## src/rtl/reversi_accel_mac_pipe.sv

```systemverilog
// Pipelined multiply-accumulate for the reversi_accel evaluation datapath.
// Define REVERSI_ACCEL_MAC_SAT_EN to clamp overflowing accumulations instead of wrapping.
module reversi_accel_mac_pipe #(
  parameter int A_WIDTH   = 16,
  parameter int B_WIDTH   = 12,
  parameter int A_SIGNED  = 1,
  parameter int B_SIGNED  = 1,
  parameter int NUM_STAGE = 4,
  parameter int ACC_WIDTH = 32
) (
  input  logic                 clk,
  input  logic                 reset,
  input  logic                 ce,
  input  logic                 in_valid,
  input  logic [A_WIDTH-1:0]   din0,
  input  logic [B_WIDTH-1:0]   din1,
  input  logic                 acc_en,
  input  logic                 in_last,
  output logic                 out_valid,
  output logic                 out_last,
  output logic [ACC_WIDTH-1:0] dout,
  output logic                 ovf
);

  localparam int P_WIDTH = A_WIDTH + B_WIDTH;
  localparam int RT      = NUM_STAGE - 2;
  localparam int MSB     = ACC_WIDTH - 1;
  localparam bit SIGNED_MODE = (A_SIGNED != 0) || (B_SIGNED != 0);

  logic [A_WIDTH-1:0]   a1;
  logic [B_WIDTH-1:0]   b1;
  logic                 v1, acc1, last1;

  logic [P_WIDTH-1:0]   a_w, b_w, prod;
  logic [ACC_WIDTH-1:0] ext_c;

  logic [ACC_WIDTH-1:0] ext_q [RT];
  logic [RT-1:0]        v_q, acc_q_s, last_q;

  logic [ACC_WIDTH-1:0] ext_t, base, acc_val;
  logic                 v_t, acc_t, last_t;
  logic [ACC_WIDTH:0]   sum_w;
  logic                 s_ovr, ovr;
  logic [ACC_WIDTH-1:0] acc_q;
  logic                 first_q;

  always_ff @(posedge clk or negedge reset) begin
    if (!reset) begin
      a1    <= '0;
      b1    <= '0;
      v1    <= 1'b0;
      acc1  <= 1'b0;
      last1 <= 1'b0;
    end else if (ce) begin
      a1    <= din0;
      b1    <= din1;
      v1    <= in_valid;
      acc1  <= acc_en;
      last1 <= in_last;
    end
  end

  // Operands are extended to the full product width so the truncated product is exact.
  always_comb begin
    a_w   = {{B_WIDTH{(A_SIGNED != 0) && a1[A_WIDTH-1]}}, a1};
    b_w   = {{A_WIDTH{(B_SIGNED != 0) && b1[B_WIDTH-1]}}, b1};
    prod  = a_w * b_w;
    ext_c = {ACC_WIDTH{SIGNED_MODE && prod[P_WIDTH-1]}};
    ext_c[P_WIDTH-1:0] = prod;
  end

  // ext_q[0] is the multiply stage; the rest are retiming registers.
  always_ff @(posedge clk or negedge reset) begin
    if (!reset) begin
      for (int i = 0; i < RT; i++) ext_q[i] <= '0;
      v_q     <= '0;
      acc_q_s <= '0;
      last_q  <= '0;
    end else if (ce) begin
      ext_q[0]   <= ext_c;
      v_q[0]     <= v1;
      acc_q_s[0] <= acc1;
      last_q[0]  <= last1;
      for (int i = 1; i < RT; i++) begin
        ext_q[i]   <= ext_q[i-1];
        v_q[i]     <= v_q[i-1];
        acc_q_s[i] <= acc_q_s[i-1];
        last_q[i]  <= last_q[i-1];
      end
    end
  end

  always_comb begin
    ext_t  = ext_q[RT-1];
    v_t    = v_q[RT-1];
    acc_t  = acc_q_s[RT-1];
    last_t = last_q[RT-1];
    base   = first_q ? '0 : acc_q;
    sum_w  = {1'b0, base} + {1'b0, ext_t};
    s_ovr  = (base[MSB] == ext_t[MSB]) && (sum_w[MSB] != base[MSB]);
    ovr    = SIGNED_MODE ? s_ovr : sum_w[ACC_WIDTH];
`ifdef REVERSI_ACCEL_MAC_SAT_EN
    if (ovr)
      acc_val = SIGNED_MODE ? {base[MSB], {(ACC_WIDTH-1){~base[MSB]}}} : {ACC_WIDTH{1'b1}};
    else
      acc_val = sum_w[ACC_WIDTH-1:0];
`else
    acc_val = sum_w[ACC_WIDTH-1:0];
`endif
  end

  // dout and the running accumulator always hold the same value, so one register serves both.
  always_ff @(posedge clk or negedge reset) begin
    if (!reset) begin
      acc_q     <= '0;
      first_q   <= 1'b1;
      out_valid <= 1'b0;
      out_last  <= 1'b0;
      ovf       <= 1'b0;
    end else if (ce) begin
      out_valid <= v_t;
      out_last  <= v_t & last_t;
      ovf       <= v_t & acc_t & ovr;
      if (v_t) begin
        acc_q   <= acc_t ? acc_val : ext_t;
        first_q <= acc_t ? last_t : (first_q | last_t);
      end
    end
  end

  assign dout = acc_q;

endmodule

```

## config.mk

```make
export PLATFORM = sky130hd
export DESIGN_NAME = reversi_accel_mac_pipe
export DESIGN_NICKNAME = d
export VERILOG_FILES = /design/src/rtl/reversi_accel_mac_pipe.sv
export SDC_FILE = /design/constraint.sdc
export NUM_CORES = 1
export LEC_CHECK = 0
export ABC_AREA = 1
export ABC_CLOCK_PERIOD_IN_PS = 4600
export BUFFER_PORTS_ARGS = -buffer_cell sky130_fd_sc_hd__buf_2
export CELL_PAD_IN_SITES_DETAIL_PLACEMENT = 0
export CELL_PAD_IN_SITES_GLOBAL_PLACEMENT = 2
export CORE_UTILIZATION = 33
export DETAILED_ROUTE_END_ITERATION = 12
export PLACE_DENSITY = 0.83
export SYNTH_ARGS = -nofsm -noshare
export SYNTH_HDL_FRONTEND = slang
export SYNTH_SLANG_ARGS = --single-unit
```

## constraint.sdc

```tcl
create_clock -name clk -period 4.6 [get_ports clk]
set_input_delay 0.23 -clock clk [delete_from_list [all_inputs] [get_ports clk]]
set_output_delay 0.23 -clock clk [all_outputs]
set_load 0.05 [all_outputs]
```

== Word level (Yosys, flattened, before mapping) ==
Cells that the tools add are included.

* Bits in registers: 129
* Input port bits: 34
* Word-level logic and storage cells: 28

* $add $sub $neg: 1
* $mul: 1
* Equal/unequal tests: 2
* Multiplexer cells: 3
* Bitwise gates (word level): 4
* Reductions and logical operators: 2

{| class="wikitable"
|+ Operator list
! cell !! count
|-
| two-way mux 32 bit || 2
|-
| adder 32 bit || 1
|-
| multiplier 16 x 12 -> 28 bit || 1
|-
| bitwise AND 1 bit || 3
|-
| AND reduction 2 bit || 1
|-
| == test 1 bit || 1
|-
| logical AND 1 bit || 1
|-
| two-way mux 1 bit || 1
|-
| != test 1 bit || 1
|-
| bitwise OR 1 bit || 1
|}

== Longest topological paths before layout ==
* Depth after elaboration: 5
* Gate-level depth with buffers: 26
* Gate-level depth less buffers: 24

== Worst setup path after synthesis ==
OpenSTA, ideal clock, no wires.

* Kind: reg2reg
* Start: register b1[5]
* End: register, netlist name ext_q[59]
* Library setup time: 0.118 ns
* Data arrival time: 4.809 ns
* Slack: -0.327 ns
* Stages on the path, launching flop included: 24
* Buffers on the path: 2
* Period minus slack after synthesis: 4.927 ns
* Cell sequence: dfrtp_1 clkbuf_1 clkbuf_1 nand2_1 fa_1 inv_1 fa_1 inv_1 fa_1 inv_1 fa_1 inv_1 fa_1 inv_1 ha_1 nand2_1 nor2_1 nand2_1 nor2_1 nand2_1 nand3_1 nand2_1 nand3_1 nand2_1

* Longest elaborated chain between the ends: 1

{| class="wikitable"
|+ Ends and longest elaborated chain
! element !! RTL line !! source
|-
| start: declaration || 31 || <nowiki>logic [B_WIDTH-1:0] b1;</nowiki>
|-
| start signal: assignment || 56 || <nowiki>b1 <= din1;</nowiki>
|-
| multiplier 16 x 12 -> 28 bit || 67 || <nowiki>prod = a_w * b_w;</nowiki>
|}

No other way between the ends.
A chain may end at the register's enable or synchronous reset.

== Final worst setup path ==
* Start: register a1[8]
* End: register ext_q[55] (netlist name)

* Longest elaborated chain between the ends: 1

{| class="wikitable"
|+ Ends and longest elaborated chain
! element !! RTL line !! source
|-
| start: declaration || 30 || <nowiki>logic [A_WIDTH-1:0] a1;</nowiki>
|-
| start signal: assignment || 55 || <nowiki>a1 <= din0;</nowiki>
|-
| multiplier 16 x 12 -> 28 bit || 67 ||
|-
| end signal: indexed assignment || 85 || <nowiki>ext_q[i] <= ext_q[i-1];</nowiki>
|-
| end: declaration || 37 || <nowiki>logic [ACC_WIDTH-1:0] ext_q [RT];</nowiki>
|}

No other way between the ends.

==> key figures <==
Synth
  – Post-Syn Area: 15250 µm²
  – Post-Syn Instances: 2163
  – Top-area cell type share of the netlist area: 23.50%
  – Synth cell types: 36
  – Avg Cell Area, Syn: 7.050 µm²
  – Ranking of synthesized cells by area: fa_1, dfrtp_1, nand2_1
  – Post-synth EDFFs: 0
  – Synth area leader: fa_1
  – Register area share after synthesis: 21.18%
  – Post-synth net total: 2466
  – Ys flop type: dfrtp_1
  – Most frequent cells after synthesis: nand2_1, inv_1, fa_1, dfrtp_1, nor2_1
  – Most frequent cell after synthesis: nand2_1
  – Async SR Flop Fraction: 100.0%
  – #FFs+latches synth: 129
  – Ys Warns: 0

Worst setup path
  – Endpoint class of the critical path: register
  – Crit Path Max Fanout: 4
  – Nature of the critical path startpoint: register
  – Kind of critical path: register to register
  – Reg2reg start: a1[8]
  – R2r endpoint: ext_q[55]
  – Critical Path RT: 4.97 ns
  – WP data arrival: 5.13 ns
  – Reg2Reg Depth: 21
  – Reg2Reg Setup Slack: -0.17 ns

Floorplan
  – Die Height: 217.0 µm
  – Row count: 78
  – CORE AREA: 45480 µm²
  – Ports: 69
  – Starting Density: 33.53%
  – Die ar.: 47070 µm²
  – Die Wd: 217.0 µm

Drt
  – WL/cell: 15.35 µm
  – Vias: 13778
  – Drt drc: 0
  – WL final: 45940 µm
  – DR pass1 iterations: 5
  – DR vias/cell: 4.603
  – Initial DRC count: 814
  – Antenna-violating nets left: 0

STA
  – Worst Slack Setup Final: -0.1666 ns
  – Slew headroom: 39.12%
  – Period minus WS final: 4.767 ns
  – RSZ-0062 raised after global routing: true
  – Final period util: 103.6%
  – Clk_skew: 0.01905 ns
  – Setup violations, final: 13
  – Tightest Pin Transition: 0.9132 ns
  – Final hold vios: 0
  – Final Max Tran Viols: 0
  – FMAX: 209.8 MHz

Final layout
  – Fin nets: 2682
  – Layout area overhead: 26.44%
  – Fillers: 4804
  – Final Non-Filler Cells: 2993
  – Layout cells sized above 1: 20.07%

Clocking
  – Maximum clock path buffer count: 2
  – # H-tree levels: 4
  – Sink Count: 129
  – TritonCTS clock tree: yes
  – Num CTS Buffers: 17
  – Clock Latency Late Sink: 0.49 ns
  – Clock-pin transition on the worst setup and hold timing paths: 0.06 ns
  – Root Buffer Master: clkbuf_16

Placed design
  – RePlAce Congestion: 0.9316
  – Port Buf Inserts: 68
  – Dpl cells: 2884
  – Post-DP HPWL: 35840 µm

Min path
  – Worst Hold Launch: in_last
  – Min-Delay Path Class: input port to register
  – Hold worst-path end: last1
  – Hold path cells: 3

GRT
  – Largest net degree at the start of global routing: 86
  – Initial antenna violation count: 0
  – GRT Residual Overflow: 0
  – First-pass GRT wire length: 76000 µm
  – Number of global-route vias before repair: 14490
  – Total GRT Usage: 20.99%

Job
  – Max-Cap Viols: 0

Run status
  – Failing checks: negative setup slack
  – Status: finished with violations
placed cells by master (no fill, tap or decap), drive strengths merged, types with 2 or more instances in the layout:
cell / instances
nor3: 8
o22ai: 2
dlygate4sd3: 31
fa: 179
clkbuf: 21
buf: 238
nand2: 710
clkinvlp: 4
and2: 8
xor2: 6
o21bai: 4
clkinv: 4
nor2: 113
o211ai: 4
o21ai: 98
xnor2: 14
ha: 90
nand4: 22
a31oi: 2
bufinv: 2
nand3b: 6
nand3: 86
or2: 5
dfrtp: 128
a21oi: 79
inv: 522
layout make-up:
cell class	count	area (µm²)	share of cell area (%)
Antenna cell	1	2.502	0.01298
Clock buffer	19	452.9	2.349
Clock inverter	13	151.4	0.7853
Inverter	519	1952	10.12
Multi-Input combinational cell	1441	10560	54.77
Sequential cell	129	3254	16.88
Tap cell	600	750.7	3.894
Timing Repair Buffer	271	2157	11.19
critical path: stages, from the launching register on:
cell and delay [ns]:
dfrtp_2 0.43, buf_6 0.13, buf_6 0.11, nand2_2 0.05, inv_2 0.04, fa_1 0.51
fa_1 0.53, fa_1 0.55, fa_1 0.54, inv_2 0.04, fa_1 0.51, inv_2 0.05
ha_4 0.28, nand2_2 0.06, nor2_1 0.08, buf_4 0.16, and2_4 0.15, nand4_1 0.13
nand3_1 0.12, nand2_1 0.06, nand3_2 0.06, nand2_1 0.06
routing by layer:
layer | wire length (µm) | vias up | GRT usage (%)
met4 | 1135 | 0 | 6.995
li1 | - | 6830 | -
met5 | 0 | - | 0
met2 | 22340 | 224 | 36.21
met1 | 21160 | 6663 | 26.90
met3 | 1295 | 61 | 2.921
stage by stage:
step	setup TNS [ns]	cell area [µm²]	setup slack, ns	util [%]	hold slack, ns
after detailed placement	-6.745	17140	-0.4888	37.68	0.3770
after global routing	-3.922	19280	-0.3329	42.39	0.04670
after CTS	-0.4565	18940	-0.1152	41.64	0.01749
after global placement	-6.217	17140	-0.4838	37.68	0.3650
final	-0.7986	19280	-0.1666	42.39	0.04644
after floorplan	-0.01940	15350	-0.01940	-	-0.06559
how the worst max path moves through the flow:
stage | from | end | slack, ns | cells after the start
final | a1[8] | ext_q[55] | -0.17 | 21
after global routing | a1[10] | ext_q[55] | -0.33 | 22
after CTS | a1[10] | ext_q[55] | -0.12 | 22
after detailed placement | b1[6] | ext_q[54] | -0.49 | 19
after global placement | b1[6] | ext_q[54] | -0.48 | 19
after floorplan | b1[5] | ext_q[59] | -0.02 | 23
logic make-up after synthesis:
family / after synthesis / share of synthesized area [%]
flops: 129 / 21.18
buf+inv: 593 / 14.62
compound gates: 194 / 6.614
simple gates: 958 / 25.55
xor+xnor: 20 / 1.149
fa+ha+maj: 269 / 30.89
flip-flops by register name, indices dropped and copies added, names as in the netlist, 2 cells and up:
name and count:
dout 32, last_q 2, a1 16, v_q 2, ext_t 28, ext_q 28
b1 12, acc_q_s 2
timing repair:
| action | CTS | global route |
|---|---|---|
| hold endpoints to repair | 114 | 0 |
| pin swaps | 46 | 47 |
| setup endpoints to repair | 18 | 18 |
| buffers inserted | 27 | 18 |
| gates resized for setup | 164 | 69 |
| gates cloned | 1 | 0 |
| hold buffers | 31 | 0 |
Power is not shown: default switching activity piles up to over one toggle a cycle in this logic, so the estimate is an artifact.
